--- config.mk ---
export PLATFORM = sky130hd
export DESIGN_NAME = sym_interp_fir_filter
export DESIGN_NICKNAME = d
export VERILOG_FILES = /design/src/rtl/sym_interp_fir_filter.sv
export SDC_FILE = /design/constraint.sdc
export NUM_CORES = 1
export LEC_CHECK = 0
export CAP_MARGIN = 20
export CORE_ASPECT_RATIO = 1.5
export CORE_MARGIN = 2
export CORE_UTILIZATION = 39
export CTS_BUF_LIST = sky130_fd_sc_hd__clkbuf_8
export DETAILED_ROUTE_END_ITERATION = 8
export PLACE_DENSITY = 0.78
export SLEW_MARGIN = 20
export SYNTH_ARGS = -nofsm -noshare
export SYNTH_HDL_FRONTEND = slang
export SYNTH_SLANG_ARGS = --single-unit
--- constraint.sdc ---
create_clock -name clk -period 6.2 [get_ports clk]
set_input_delay 1.24 -clock clk [delete_from_list [all_inputs] [get_ports clk]]
set_output_delay 1.24 -clock clk [all_outputs]
set_load 0.005 [all_outputs]
--- src/rtl/sym_interp_fir_filter.sv ---
// Symmetric polyphase interpolating FIR: one input sample yields UPSAMPLE outputs.
// Only half of the symmetric prototype is stored; the full tap table is mirrored at elaboration.
module sym_interp_fir_filter #(
   parameter int INPUT_WORD_SIZE = 16,
   parameter int COEFF_WORD_SIZE = 16,
   parameter int UPSAMPLE        = 4,
   parameter int TAPS_PER_PHASE  = 4,
   parameter logic [0:(UPSAMPLE*TAPS_PER_PHASE)/2-1][COEFF_WORD_SIZE-1:0] COEFFS = '0,
   localparam int OUTPUT_WORD_SIZE = INPUT_WORD_SIZE + COEFF_WORD_SIZE + $clog2(TAPS_PER_PHASE) + 1
) (
   input  logic                               clk,
   input  logic                               arst_n,
   input  logic signed [INPUT_WORD_SIZE-1:0]  data_in,
   input  logic                               valid_in,
   output logic                               ready_in,
   output logic signed [OUTPUT_WORD_SIZE-1:0] data_out,
   output logic                               valid_out,
   input  logic                               ready_out
);

   localparam int N      = UPSAMPLE * TAPS_PER_PHASE;
   localparam int HALF   = N / 2;
   localparam int PW     = $clog2(UPSAMPLE);
   localparam int PROD_W = INPUT_WORD_SIZE + COEFF_WORD_SIZE;
   localparam logic [PW-1:0] LAST_P = PW'(UPSAMPLE - 1);

   localparam logic [0:0] S_IDLE = 1'b0;
   localparam logic [0:0] S_RUN  = 1'b1;

   logic [0:0]                        state_q, state_d;
   logic [PW-1:0]                     p_q, p_d;
   logic signed [INPUT_WORD_SIZE-1:0] x_q [TAPS_PER_PHASE];
   logic signed [INPUT_WORD_SIZE-1:0] x_d [TAPS_PER_PHASE];

   logic signed [COEFF_WORD_SIZE-1:0]  ctab [TAPS_PER_PHASE][UPSAMPLE];
   logic signed [PROD_W-1:0]           prod;
   logic signed [OUTPUT_WORD_SIZE-1:0] acc;
   logic                               last_phase;
   logic                               accept;
   logic                               out_hs;

   // ctab[m][p] = h[p + m*L], with the upper half of h folded back onto the stored half
   for (genvar gm = 0; gm < TAPS_PER_PHASE; gm++) begin : g_tap
      for (genvar gp = 0; gp < UPSAMPLE; gp++) begin : g_ph
         localparam int IDX = gp + gm * UPSAMPLE;
         localparam int SRC = (IDX < HALF) ? IDX : (N - 1 - IDX);
         assign ctab[gm][gp] = COEFFS[SRC];
      end
   end

   always_comb begin
      acc  = '0;
      prod = '0;
      for (int m = 0; m < TAPS_PER_PHASE; m++) begin
         prod = PROD_W'(ctab[m][p_q]) * PROD_W'(x_q[m]);
         acc  = acc + OUTPUT_WORD_SIZE'(prod);
      end
   end

   assign valid_out  = (state_q == S_RUN);
   assign data_out   = valid_out ? acc : '0;
   assign last_phase = (p_q == LAST_P);
   assign ready_in   = (state_q == S_IDLE) | (last_phase & ready_out);
   assign accept     = valid_in & ready_in;
   assign out_hs     = valid_out & ready_out;

   // An accept on the last phase reloads directly, so a held valid_in gives back-to-back bursts
   always_comb begin
      state_d = state_q;
      p_d     = p_q;
      x_d     = x_q;
      if (accept) begin
         for (int m = TAPS_PER_PHASE - 1; m > 0; m--) begin
            x_d[m] = x_q[m-1];
         end
         x_d[0]  = data_in;
         p_d     = '0;
         state_d = S_RUN;
      end else if (out_hs) begin
         if (!last_phase) begin
            p_d = p_q + 1'b1;
         end else begin
            state_d = S_IDLE;
         end
      end
   end

   always_ff @(posedge clk or negedge arst_n) begin
      if (!arst_n) begin
         state_q <= S_IDLE;
         p_q     <= '0;
         for (int m = 0; m < TAPS_PER_PHASE; m++) begin
            x_q[m] <= '0;
         end
      end else begin
         state_q <= state_d;
         p_q     <= p_d;
         x_q     <= x_d;
      end
   end

endmodule

==> flow_summary.ini <==
[synthesis]
postSynthAreaPerCell_um2 = 9.040
synth_cell_types = 30
yosysWarnings = 0
synth_area_leaders = ha_1 29%, dfrtp_1 14%, fa_1 11%, buf_4 9.4%, and2_1 6.8%
synth.largest_area_cell = ha_1
yosysTopAreaCellShare_pct = 29.24
synthCells = 142
syn_area_um2 = 1284
synth-seq-area-share_pct = 13.65
yosys_register_bits = 7

[drt]
dr_wl_met2_mm = 1.308
vias_per_cell = 4.578
top_layer = met4
wirelength_mm = 2.317
wl_met1_um = 920
firstDrtPassIters = 2
final_antenna_net_count = 0
drt_iter0_drc = 11
wl_met3_um = 76
drcViolationCount = 0
vias = 998
wire_per_inst_um = 10.63

[timing]
rsz0062_at_grt = false
hold_ws_ns = 0.5450
worstMarginPinSlew_ns = 0.5413
maxSlewViolCount = 0
setup_viol = 0
hold_violations = 0
fin_crit_ns = 6.000
max_freq_mhz = 166.7
slew_headroom_pct = 63.91
fin_worst_skew_ns = 0.0002097
fin_crit_sh_pct = 96.77

[critical_path]
r2r_slack_ns = 4.58
worst_ep_arrival_time_ns = 4.76
startpoint_type = flip-flop
critPathKind = reg2out
r2r_start = valid_out$_DFFE_PN0P_
cp-end-kind = output pin
regToRegEndpoint = x_q[47]$_DFFE_PN0P_
required_ns = 4.96
r2r_cells = 3
cp_max_fo = 2

[cells_and_area]
final_cells = 218
fin_nets = 236
final_core_util_pct = 55.64
drive_gt1_share_pct = 23.03
antenna_cells = 0
area_growth_pct = 36.94

[grt]
grt_pass1_wl_mm = 3.891
overflow = 0
grt_antenna_before_repair = 0
first_global_vias = 988
track_usage_pct = 12.84
grt_start_max_net_pins = 24

[die]
die_y_um = 74.27
die_w_um = 50.85
rows = 25
dieArea_um2 = 3776
initial_core_util_pct = 40.63
pin_count = 57
core_region_area_um2 = 3159

[clocking]
cts_hold_buf = 0
clock_sinks = 7
clk_pin_slew_ns = 0.04
clock_path_buffers = 2
cts_tree = done
clock-root-buffer = clkbuf_8
clk_latency_ns = 0.22
cts_made_buffers = 3
htree_levels = 1

[run_status]
status = finished, final reports clean

[place]
portBuffers = 26
post-place-cells = 213
gp_congestion = 0.7392
place_hpwl_mm = 1.853

[min_path]
hold_path_startpoint = p_q[1]$_DFFE_PN0P_
holdPathStages = 1
whs_endpoint = p_q[1]$_DFFE_PN0P_
min_path_type = reg2reg

[job]
drv_cap = 0
logic make-up after synthesis:
kind of cell,count (synthesis),share of synthesized area [%]
XOR/XNOR,1,0.6824
flip-flops,7,13.65
other,1,0.2921
adder cells (fa/ha/maj),37,40.16
multiplexers,6,4.873
AND/OR/NAND/NOR,33,14.33
AO/OA/AOI/OAI,19,9.650
buffers and inverters,38,16.37
worst max-delay path: stages, from the launching register on:
cell,delay [ns]
dfrtp_1,0.39
inv_2,0.09
ha_4,0.13
inv_2,0.04
ha_4,0.14
a21o_1,0.16
fa_1,0.49
fa_2,0.59
ha_4,0.21
ha_4,0.24
ha_4,0.16
fa_2,0.38
a21o_2,0.22
a21oi_2,0.16
buf_4,0.13
a21oi_1,0.06
ha_1,0.20
o21ai_2,0.13
and2_1,0.13
clkdlybuf4s50_1,0.49
final cells by class:
cell class              instances  area, um^2
flip-flops and latches          7       175.2
multi-input cells             111        1066
repair buffers                 38       352.8
clock inverters                 1       5.005
well taps                      40       50.05
inverters                      18       67.56
fillers                       287        1401
clock buffers                   3       41.29
cell usage after synthesis:
cell       n
or2_2      1
a211o_1    1
o21bai_1   1
clkbuf_1   3
buf_4     16
or2_1      1
o22ai_1    1
or3_1      1
a22o_1     2
nand3b_1   1
mux2i_1    4
o21ai_0    4
nand2_1    7
dfrtp_1    7
nor3b_1    1
inv_1     18
buf_6      1
and2_1    14
xor2_1     1
nand2b_1   2
fa_1       7
mux2_2     2
a21oi_1    6
and3_1     2
a21o_2     1
nor2_1     3
a21bo_2    1
ha_1      30
a21o_1     2
conb_1     1
cell usage in the layout, fill, tap and decap left out, types with 2 or more instances in the layout:
cell and count:
dfrtp_1 7, o21ai_0 2, buf_4 12, nor2_1 3, ha_2 3, dlygate4sd2_1 2, clkbuf_8 3, inv_1 13
ha_1 20, a21oi_1 5, a21o_1 2, fa_2 2, inv_2 5, ha_4 7, clkdlybuf4s50_1 21, conb_1 15
dlymetal6s2s_1 2, and2_1 14, mux2_2 2, mux2i_1 4, nand2_1 7, a22o_1 2, nand2b_1 2, fa_1 5
registers in the layout (all words and copies together), names as in the netlist:
name       count
p_q            2
valid_out      1
x_q            4
routing by layer:
layer	vias up	track usage, %
met5	-	0
met4	0	3.303
met3	2	0.6024
met2	23	26.02
met1	471	14.30
li1	502	-
worst max path at each step:
stage / slack, ns / start / end / cells after the start
4_1_cts: -0.003 / x_q[31]$_DFFE_PN0P_ / data_out[30] / 19
3_3_place_gp: -0.14 / x_q[31]$_DFFE_PN0P_ / data_out[33] / 19
2_1_floorplan: 0.27 / x_q[31]$_DFFE_PN0P_ / data_out[29] / 19
6_report: 0.20 / x_q[31]$_DFFE_PN0P_ / data_out[31] / 19
3_5_place_dp: -0.18 / x_q[31]$_DFFE_PN0P_ / data_out[33] / 19
5_1_grt: 0.003 / x_q[31]$_DFFE_PN0P_ / data_out[32] / 19
what timing repair did:
item	4_1_cts	5_1_grt
resized for setup	12	20
cloned	0	0
setup buffers	0	1
pin swaps	3	7
setup endpoints to repair	7	7
per-stage QoR:
step            TNS [ns]  setup slack (ns)  area (um^2)
2_1_floorplan          0            0.2730         1336
3_3_place_gp     -0.2901           -0.1416         1587
3_5_place_dp     -0.3917           -0.1784         1587
4_1_cts        -0.003375         -0.003375         1670
5_1_grt                0          0.003422         1758
6_report               0            0.2003         1758
Power is left out: the tool's default activity adds up to more than one toggle a clock period on the data nets, which glitch-free logic cannot reach.
